--- src/rtl/playback_sequencer.sv ---
// Tracker playback sequencer: debounced play/pause button, stop/rewind, and a
// tick prescaler that steps through the lines of a phrase at a programmable speed.
module playback_sequencer #(
    parameter int TICK_DIV        = 250000,
    parameter int DEBOUNCE_CYCLES = 120000,
    parameter int NUM_LINES       = 16
) (
    input  logic                         clk,
    input  logic                         rst_active_low,
    input  logic                         play_button,
    input  logic                         stop_req,
    input  logic [3:0]                   ticks_per_line,
    output logic [$clog2(NUM_LINES)-1:0] line_count,
    output logic                         line_strobe,
    output logic                         tick_strobe,
    output logic                         phrase_wrap,
    output logic                         playing,
    output logic [1:0]                   state_dbg
);

    localparam int LW = $clog2(NUM_LINES);
    localparam int PW = $clog2(TICK_DIV);
    localparam int DW = $clog2(DEBOUNCE_CYCLES + 1);
    localparam logic [PW-1:0] PRESC_LAST = PW'(TICK_DIV - 1);
    localparam logic [LW-1:0] LINE_LAST  = LW'(NUM_LINES - 1);
    localparam logic [DW-1:0] DEB_FULL   = DW'(DEBOUNCE_CYCLES);

    typedef enum logic [1:0] {
        ST_STOPPED = 2'd0,
        ST_PLAYING = 2'd1,
        ST_PAUSED  = 2'd2
    } state_e;

    logic          sync1_q, sync2_q, last_q;
    logic [1:0]    fill_q;
    logic [DW-1:0] run_q, run_d;
    logic          sample_valid, stable;
    logic          accepted_q, armed_q, press_q;

    // The two samples that leave the synchronizer right after reset are the
    // flops' reset value, not the pin, so the debouncer ignores them.
    assign sample_valid = fill_q[1];

    always_comb begin
        run_d = DW'(1);
        if (!sample_valid) begin
            run_d = '0;
        end else if (sync2_q == last_q) begin
            run_d = (run_q == DEB_FULL) ? run_q : run_q + DW'(1);
        end
    end

    assign stable = sample_valid && (run_d == DEB_FULL);

    // A press needs a debounced low first, so a button held through reset
    // release never counts as a press.
    always_ff @(posedge clk or negedge rst_active_low) begin
        if (!rst_active_low) begin
            sync1_q    <= 1'b0;
            sync2_q    <= 1'b0;
            last_q     <= 1'b0;
            fill_q     <= 2'b00;
            run_q      <= '0;
            accepted_q <= 1'b0;
            armed_q    <= 1'b0;
            press_q    <= 1'b0;
        end else begin
            sync1_q <= play_button;
            sync2_q <= sync1_q;
            last_q  <= sync2_q;
            fill_q  <= {fill_q[0], 1'b1};
            run_q   <= run_d;
            press_q <= stable && sync2_q && !accepted_q && armed_q;
            if (stable) begin
                accepted_q <= sync2_q;
                if (!sync2_q) begin
                    armed_q <= 1'b1;
                end
            end
        end
    end

    state_e        state_q;
    logic [PW-1:0] presc_q;
    logic [3:0]    tick_in_line_q, eff_tpl_q, tpl_clamped;

    assign tpl_clamped = (ticks_per_line == 4'd0) ? 4'd1 : ticks_per_line;
    assign state_dbg   = state_q;

    always_ff @(posedge clk or negedge rst_active_low) begin
        if (!rst_active_low) begin
            state_q        <= ST_STOPPED;
            presc_q        <= '0;
            tick_in_line_q <= '0;
            eff_tpl_q      <= 4'd1;
            line_count     <= '0;
            line_strobe    <= 1'b0;
            tick_strobe    <= 1'b0;
            phrase_wrap    <= 1'b0;
            playing        <= 1'b0;
        end else begin
            line_strobe <= 1'b0;
            tick_strobe <= 1'b0;
            phrase_wrap <= 1'b0;
            if (stop_req) begin
                state_q        <= ST_STOPPED;
                presc_q        <= '0;
                tick_in_line_q <= '0;
                line_count     <= '0;
                playing        <= 1'b0;
            end else if (press_q) begin
                case (state_q)
                    ST_STOPPED: begin
                        state_q        <= ST_PLAYING;
                        playing        <= 1'b1;
                        line_count     <= '0;
                        line_strobe    <= 1'b1;
                        presc_q        <= '0;
                        tick_in_line_q <= '0;
                        eff_tpl_q      <= tpl_clamped;
                    end
                    ST_PLAYING: begin
                        state_q <= ST_PAUSED;
                        playing <= 1'b0;
                    end
                    default: begin
                        state_q <= ST_PLAYING;
                        playing <= 1'b1;
                    end
                endcase
            end else if (state_q == ST_PLAYING) begin
                if (presc_q == PRESC_LAST) begin
                    presc_q     <= '0;
                    tick_strobe <= 1'b1;
                    if (tick_in_line_q == eff_tpl_q - 4'd1) begin
                        // Line boundary: new speed is picked up only here.
                        tick_in_line_q <= '0;
                        line_strobe    <= 1'b1;
                        eff_tpl_q      <= tpl_clamped;
                        if (line_count == LINE_LAST) begin
                            line_count  <= '0;
                            phrase_wrap <= 1'b1;
                        end else begin
                            line_count <= line_count + LW'(1);
                        end
                    end else begin
                        tick_in_line_q <= tick_in_line_q + 4'd1;
                    end
                end else begin
                    presc_q <= presc_q + PW'(1);
                end
            end
        end
    end

endmodule

--- config.mk ---
export PLATFORM = sky130hd
export DESIGN_NAME = playback_sequencer
export DESIGN_NICKNAME = d
export VERILOG_FILES = /design/src/rtl/playback_sequencer.sv
export SDC_FILE = /design/constraint.sdc
export NUM_CORES = 1
export LEC_CHECK = 0
export CELL_PAD_IN_SITES_DETAIL_PLACEMENT = 1
export CELL_PAD_IN_SITES_GLOBAL_PLACEMENT = 1
export CORE_ASPECT_RATIO = 0.7
export CORE_UTILIZATION = 45
export CTS_BUF_LIST = sky130_fd_sc_hd__clkbuf_16
export CTS_CLUSTER_SIZE = 10
export DETAILED_ROUTE_END_ITERATION = 16
export DONT_BUFFER_PORTS = 1
export GPL_ROUTABILITY_DRIVEN = 0
export GPL_TIMING_DRIVEN = 0
export PLACE_DENSITY_LB_ADDON = 0.1
export SLEW_MARGIN = 20
export SYNTH_ARGS = -nofsm -noshare
export SYNTH_HDL_FRONTEND = slang
export SYNTH_SLANG_ARGS = --single-unit
--- constraint.sdc ---
create_clock -name clk -period 2.4 [get_ports clk]
set_input_delay 0.24 -clock clk [delete_from_list [all_inputs] [get_ports clk]]
set_output_delay 0.24 -clock clk [all_outputs]
set_load 0.005 [all_outputs]
== Word-level counts from Yosys, hierarchy flattened ==
Cells that the tools add are included.
W data, S select, Z words.

* Flip-flop bits (word level): 61

* $add $sub $neg: 5
* Equal/unequal tests: 9
* Multiplexer cells: 48
* Bitwise gates (word level): 2
* Reductions and logical operators: 19

{| class="wikitable"
|+ Operators by type and width
! operator !! number
|-
| $mux W18 || 5
|-
| $mux W4 || 18
|-
| $mux W17 || 3
|-
| $eq A17 B17 Y1 const B || 2
|-
| $mux W1 || 19
|-
| $add A18 B1 Y18 const B || 1
|-
| $eq A18 B18 Y1 const B || 1
|-
| $add A17 B1 Y17 const B || 1
|-
| $reduce_bool A3 Y1 || 3
|-
| $add A4 B1 Y4 const B || 2
|-
| $reduce_bool A2 Y1 || 4
|-
| $mux W2 || 3
|-
| $reduce_and A5 Y1 || 1
|-
| $eq A4 B4 Y1 || 1
|-
| $eq A4 B4 Y1 const B || 1
|-
| $logic_and A1 B1 Y1 || 4
|-
| $logic_not A4 Y1 || 1
|-
| $reduce_and A2 Y1 || 2
|-
| $reduce_and A4 Y1 || 1
|-
| $sub A4 B1 Y4 const B || 1
|-
| $ne A3 B2 Y1 const B || 1
|-
| $reduce_and A3 Y1 || 1
|-
| $eq A2 B1 Y1 const B || 1
|-
| $logic_not A2 Y1 || 1
|-
| other kinds (4) || 5
|}

== Depth between registers and ports, before layout ==
* Word-level depth: 9
* Depth in mapped cells: 10
* Gate-level depth less buffers: 9

== Worst setup path after synthesis ==
OpenSTA, ideal clock, no wires.

* Path kind: register to register
* From: reg run_q[1]
* To: reg accepted_q
* Setup time: 0.125 ns
* Arrival: 2.336 ns
* Required time: 2.275 ns
* Slack: -0.061 ns
* Stages on the path, launching flop included: 9
* Buffers on the path: 0
* Clock period less this slack: 2.461 ns
* Cells stage by stage: dfrtp_1 ha_1 nand3_1 or4_4 a21oi_2 nand2_1 a2111oi_2 nand4b_1 mux2_4

* Cells in the longest elaborated chain, start to end: 6
* Elaborated cells between the ends (all ways): 7
* Those cells by class: add/sub (1); eq/ne (2); mux (3); reduce/logical (1)

{| class="wikitable"
|+ Ends and longest elaborated chain
! what !! line !! text
|-
| start, declared || 36 || <nowiki>logic [DW-1:0] run_q, run_d;</nowiki>
|-
| start signal, assigned || 72 || <nowiki>run_q <= run_d;</nowiki>
|-
| $add A17 B1 Y17 or $eq A17 B17 Y1 (tied branches) || 49 || <nowiki>run_d = (run_q == DEB_FULL) ? run_q : run_q + DW'(1);</nowiki>
|-
| $mux W17 (*) || 49 ||
|-
| $mux W17 (*) || 48 || <nowiki>end else if (sync2_q == last_q) begin</nowiki>
|-
| $mux W17 (*) || 46 || <nowiki>if (!sample_valid) begin</nowiki>
|-
| named net run_d[10] || 36 ||
|-
| $eq A17 B17 Y1 (*) || 53 || <nowiki>assign stable = sample_valid && (run_d == DEB_FULL);</nowiki>
|-
| $logic_and A1 B1 Y1 (*) || 53 ||
|-
| end signal, assigned || 75 || <nowiki>accepted_q <= sync2_q;</nowiki>
|-
| end, declared || 38 || <nowiki>logic accepted_q, armed_q, press_q;</nowiki>
|}

The timed path passes the listed nets; every way through them passes the cells marked *.
A chain may end at the register's enable or synchronous reset.

== Final worst setup path ==
* From: reg run_q[0]
* To: reg accepted_q

* Cells in the longest elaborated chain, start to end: 6
* Elaborated cells between the ends (all ways): 7
* Those cells by class: add/sub (1); eq/ne (2); mux (3); reduce/logical (1)

{| class="wikitable"
|+ Ends and longest elaborated chain
! what !! line
|-
| $add A17 B1 Y17 or $eq A17 B17 Y1 (tied branches) || 49
|-
| $mux W17 (*) || 49
|-
| $mux W17 (*) || 48
|-
| $mux W17 (*) || 46
|-
| $eq A17 B17 Y1 (*) || 53
|-
| $logic_and A1 B1 Y1 (*) || 53
|}

Mark *: on every way between the ends. The rest lies on a longest branch, timed or not.

==> qor.yml <==
synthesis:
  synth_area_um2: 3160
  yosysSeqAreaShare_pct: 47.6
  synth-async-reset-ratio_pct: 100
  yosysWarnings: 0
  synth_top_flop_cell: "dfrtp_1"
  synth_cell_type_count: 50
  synth.avg_cell_area_um2: 9.62
  syn_inst: 328
  synth-seq-cells: 60
  synth_top_area_cell: "dfrtp_1"
  synth.area.top_cells: "dfrtp_1 (47%), xnor2_1 (5.0%), nor2_1 (4.6%)"
  synth.net_count: 342
  synth_edf_count: 0
  netlist.area_leader.share_pct: 46.8
global_route:
  grt_max_degree: 61
  track_usage_pct: 28.1
  grt.overflow.total: 0
  grt_pass1_vias: 2809
  grt_pass1_wl_um: 15000
  antenna_found_initial: 0
final_layout:
  final_cells: 487
  seq_area_um2: 1510
  fin_util_pct: 62.6
  antenna_cells: 0
  multiInputGateArea_um2: 1790
  area_growth_pct: 34.1
  fillers: 751
  mostFrequentLayoutCells: "dfrtp_1 (52), buf_4 (48), nor2_1 (35), nand2_1 (25), o21ai_0 (20)"
  final_common_cell: "dfrtp_1"
  drive_gt1_share_pct: 29.8
  layout.nets: 402
clock_tree:
  clockRootBuffer: "clkbuf_16"
  clk_latency_ns: 0.34
  cts_tree: "done"
  cts_buffers: 9
  path_clk_slew_ns: 0.06
  cts_sinks: 60
  clk_path_buf_depth: 2
  htree_levels: 3
drt:
  drc: 0
  first_pass_iters: 5
  drt_iter0_drc: 176
  vias: 2900
  vias_per_cell: 5.95
  ant_nets: 0
  wl_um: 10800
  wl_per_cell_um: 22.2
status:
  violations: "setup timing"
  status: "finished with violations"
run:
  max_cap_violations: 0
timing:
  hold-worst-slack_ns: 0.0425
  worst_pin_slew_ns: 0.596
  grt_setup_unrepaired: "true"
  post-route-min-period_ns: 2.64
  final_max_slew_viol_count: 0
  worst_slack_ns: -0.238
  setup_viol: 3
  fmax_mhz: 379
  skew_ns: 0.00685
  period_share_pct: 110
  slew_headroom_pct: 60.3
  hold_viol_final: 0
floorplan:
  coreArea_um2: 6760
  initial_core_util_pct: 46.7
  dieArea_um2: 7360
  rows: 25
  die_height_um: 72.1
  io_pins: 18
  die_w_um: 102
critical_path:
  endpoint_kind: "register"
  startpoint_type: "register"
  arrival_ns: 2.86
  cp_max_fo: 6
  path_class: "register to register"
  cp_data_required_time_ns: 2.63
power:
  leakage_nw: 1.90
  power_mw: 2.78
  irDropWorstVdd_v: 0.000487
  power_density_nw_per_um2: 658
min_path:
  holdCritPathClass: "input pin to register"
placed_design:
  post-place-ws_ns: -0.531
  port_buffers: 0
  dp_cells: 422
  place_hpwl_um: 5350
==> layer usage <==
layer	GRT usage (%)	up-vias	routed length (µm)
li1	-	1288	-
met1	36.4	1468	4640
met2	43.9	109	5140
met3	8.09	35	665
met4	12.2	0	382
met5	0	-	0
==> state kept, by name, summed over array words and instances, names as in the netlist, 2 cells and up <==
name	flops
fill_q	2
run_q	17
presc_q	18
eff_tpl_q	4
tick_in_line_q	4
state_dbg	2
line_count	4
==> worst max-delay path: stages, from the launching register on <==
cell and delay (ns):
dfrtp_2 0.48, ha_4 0.20, buf_4 0.16, nor3_1 0.26
a21oi_1 0.09, o22ai_1 0.21, nand3_1 0.19, a2111oi_4 0.36
nand4b_1 0.22, mux2_4 0.34
==> synthesized netlist by cell type, types with 4 or more instances <==
cell type	n
clkbuf_1	6
or3_1	6
ha_1	6
o21ai_0	22
dfrtp_1	59
mux2i_1	4
o31ai_1	4
nor3_1	10
and3_1	15
nand3_1	20
a21oi_1	11
nand2b_1	4
nor2_1	39
inv_1	9
xor2_1	10
nand4_1	5
nand2_1	27
xnor2_1	18
nor4_1	8
mux2_2	4
==> area by class of cell <==
class / instances / area share (%)
Buffer: 8 / 1.33
Clock buffer: 9 / 5.32
Clock inverter: 7 / 1.95
Inverter: 9 / 0.798
Multi-Input combinational cell: 249 / 42.4
Sequential cell: 60 / 35.7
Tap cell: 94 / 2.78
Timing Repair Buffer: 51 / 9.70
==> stage by stage <==
stage,instance area (µm²),setup TNS (ns)
after floorplan,3160,0
after detailed placement,3280,-7.70
after global placement,3280,-6.52
after global routing,4230,-0.978
final,4230,-0.600
after CTS,3970,-0.0161
==> kinds of logic (layout without fill, tap and decap cells) <==
logic type,after synthesis,count (layout),synth area share [%]
fa+ha+maj,6,6,2.38
flops,60,60,47.6
simple gates,151,151,25.3
xor+xnor,28,28,7.77
mux,9,9,3.17
compound gates,54,54,11.1
buf+inv,19,84,2.50
other cells,1,1,0.119
==> timing repair <==
item | CTS | global route
endpoints found under the setup margin | 28 | 17
pin swaps | 22 | 12
hold endpoints to repair | 63 | 0
hold buffers | 4 | 0
buffers inserted | 21 | 26
gates resized for setup | 37 | 15
==> where the power goes <==
group	internal, mW	switching [mW]	leakage, nW
Clock	0.894	0.467	0.158
Combinational	0.136	0.158	0.939
Sequential	1.06	0.0711	0.801
==> final timing paths <==
| path | startpoint | endpoint | slack [ns] | cells past startpoint |
|---|---|---|---|---|
| max | run_q[0] | accepted_q | -0.24 | 9 |
| min | ticks_per_line[3] | eff_tpl_q[3] | 0.04 | 1 |
| max reg2reg | run_q[0] | accepted_q | -0.24 | 9 |
| min reg2reg | sync1_q | sync2_q | 0.35 | 0 |
| max in group asynchronous | rst_active_low | eff_tpl_q[0] | 1.69 | 2 |
| min in group asynchronous | rst_active_low | fill_q[0] | 0.44 | 2 |
No activity file was read; power rests on OpenSTA's default activity.
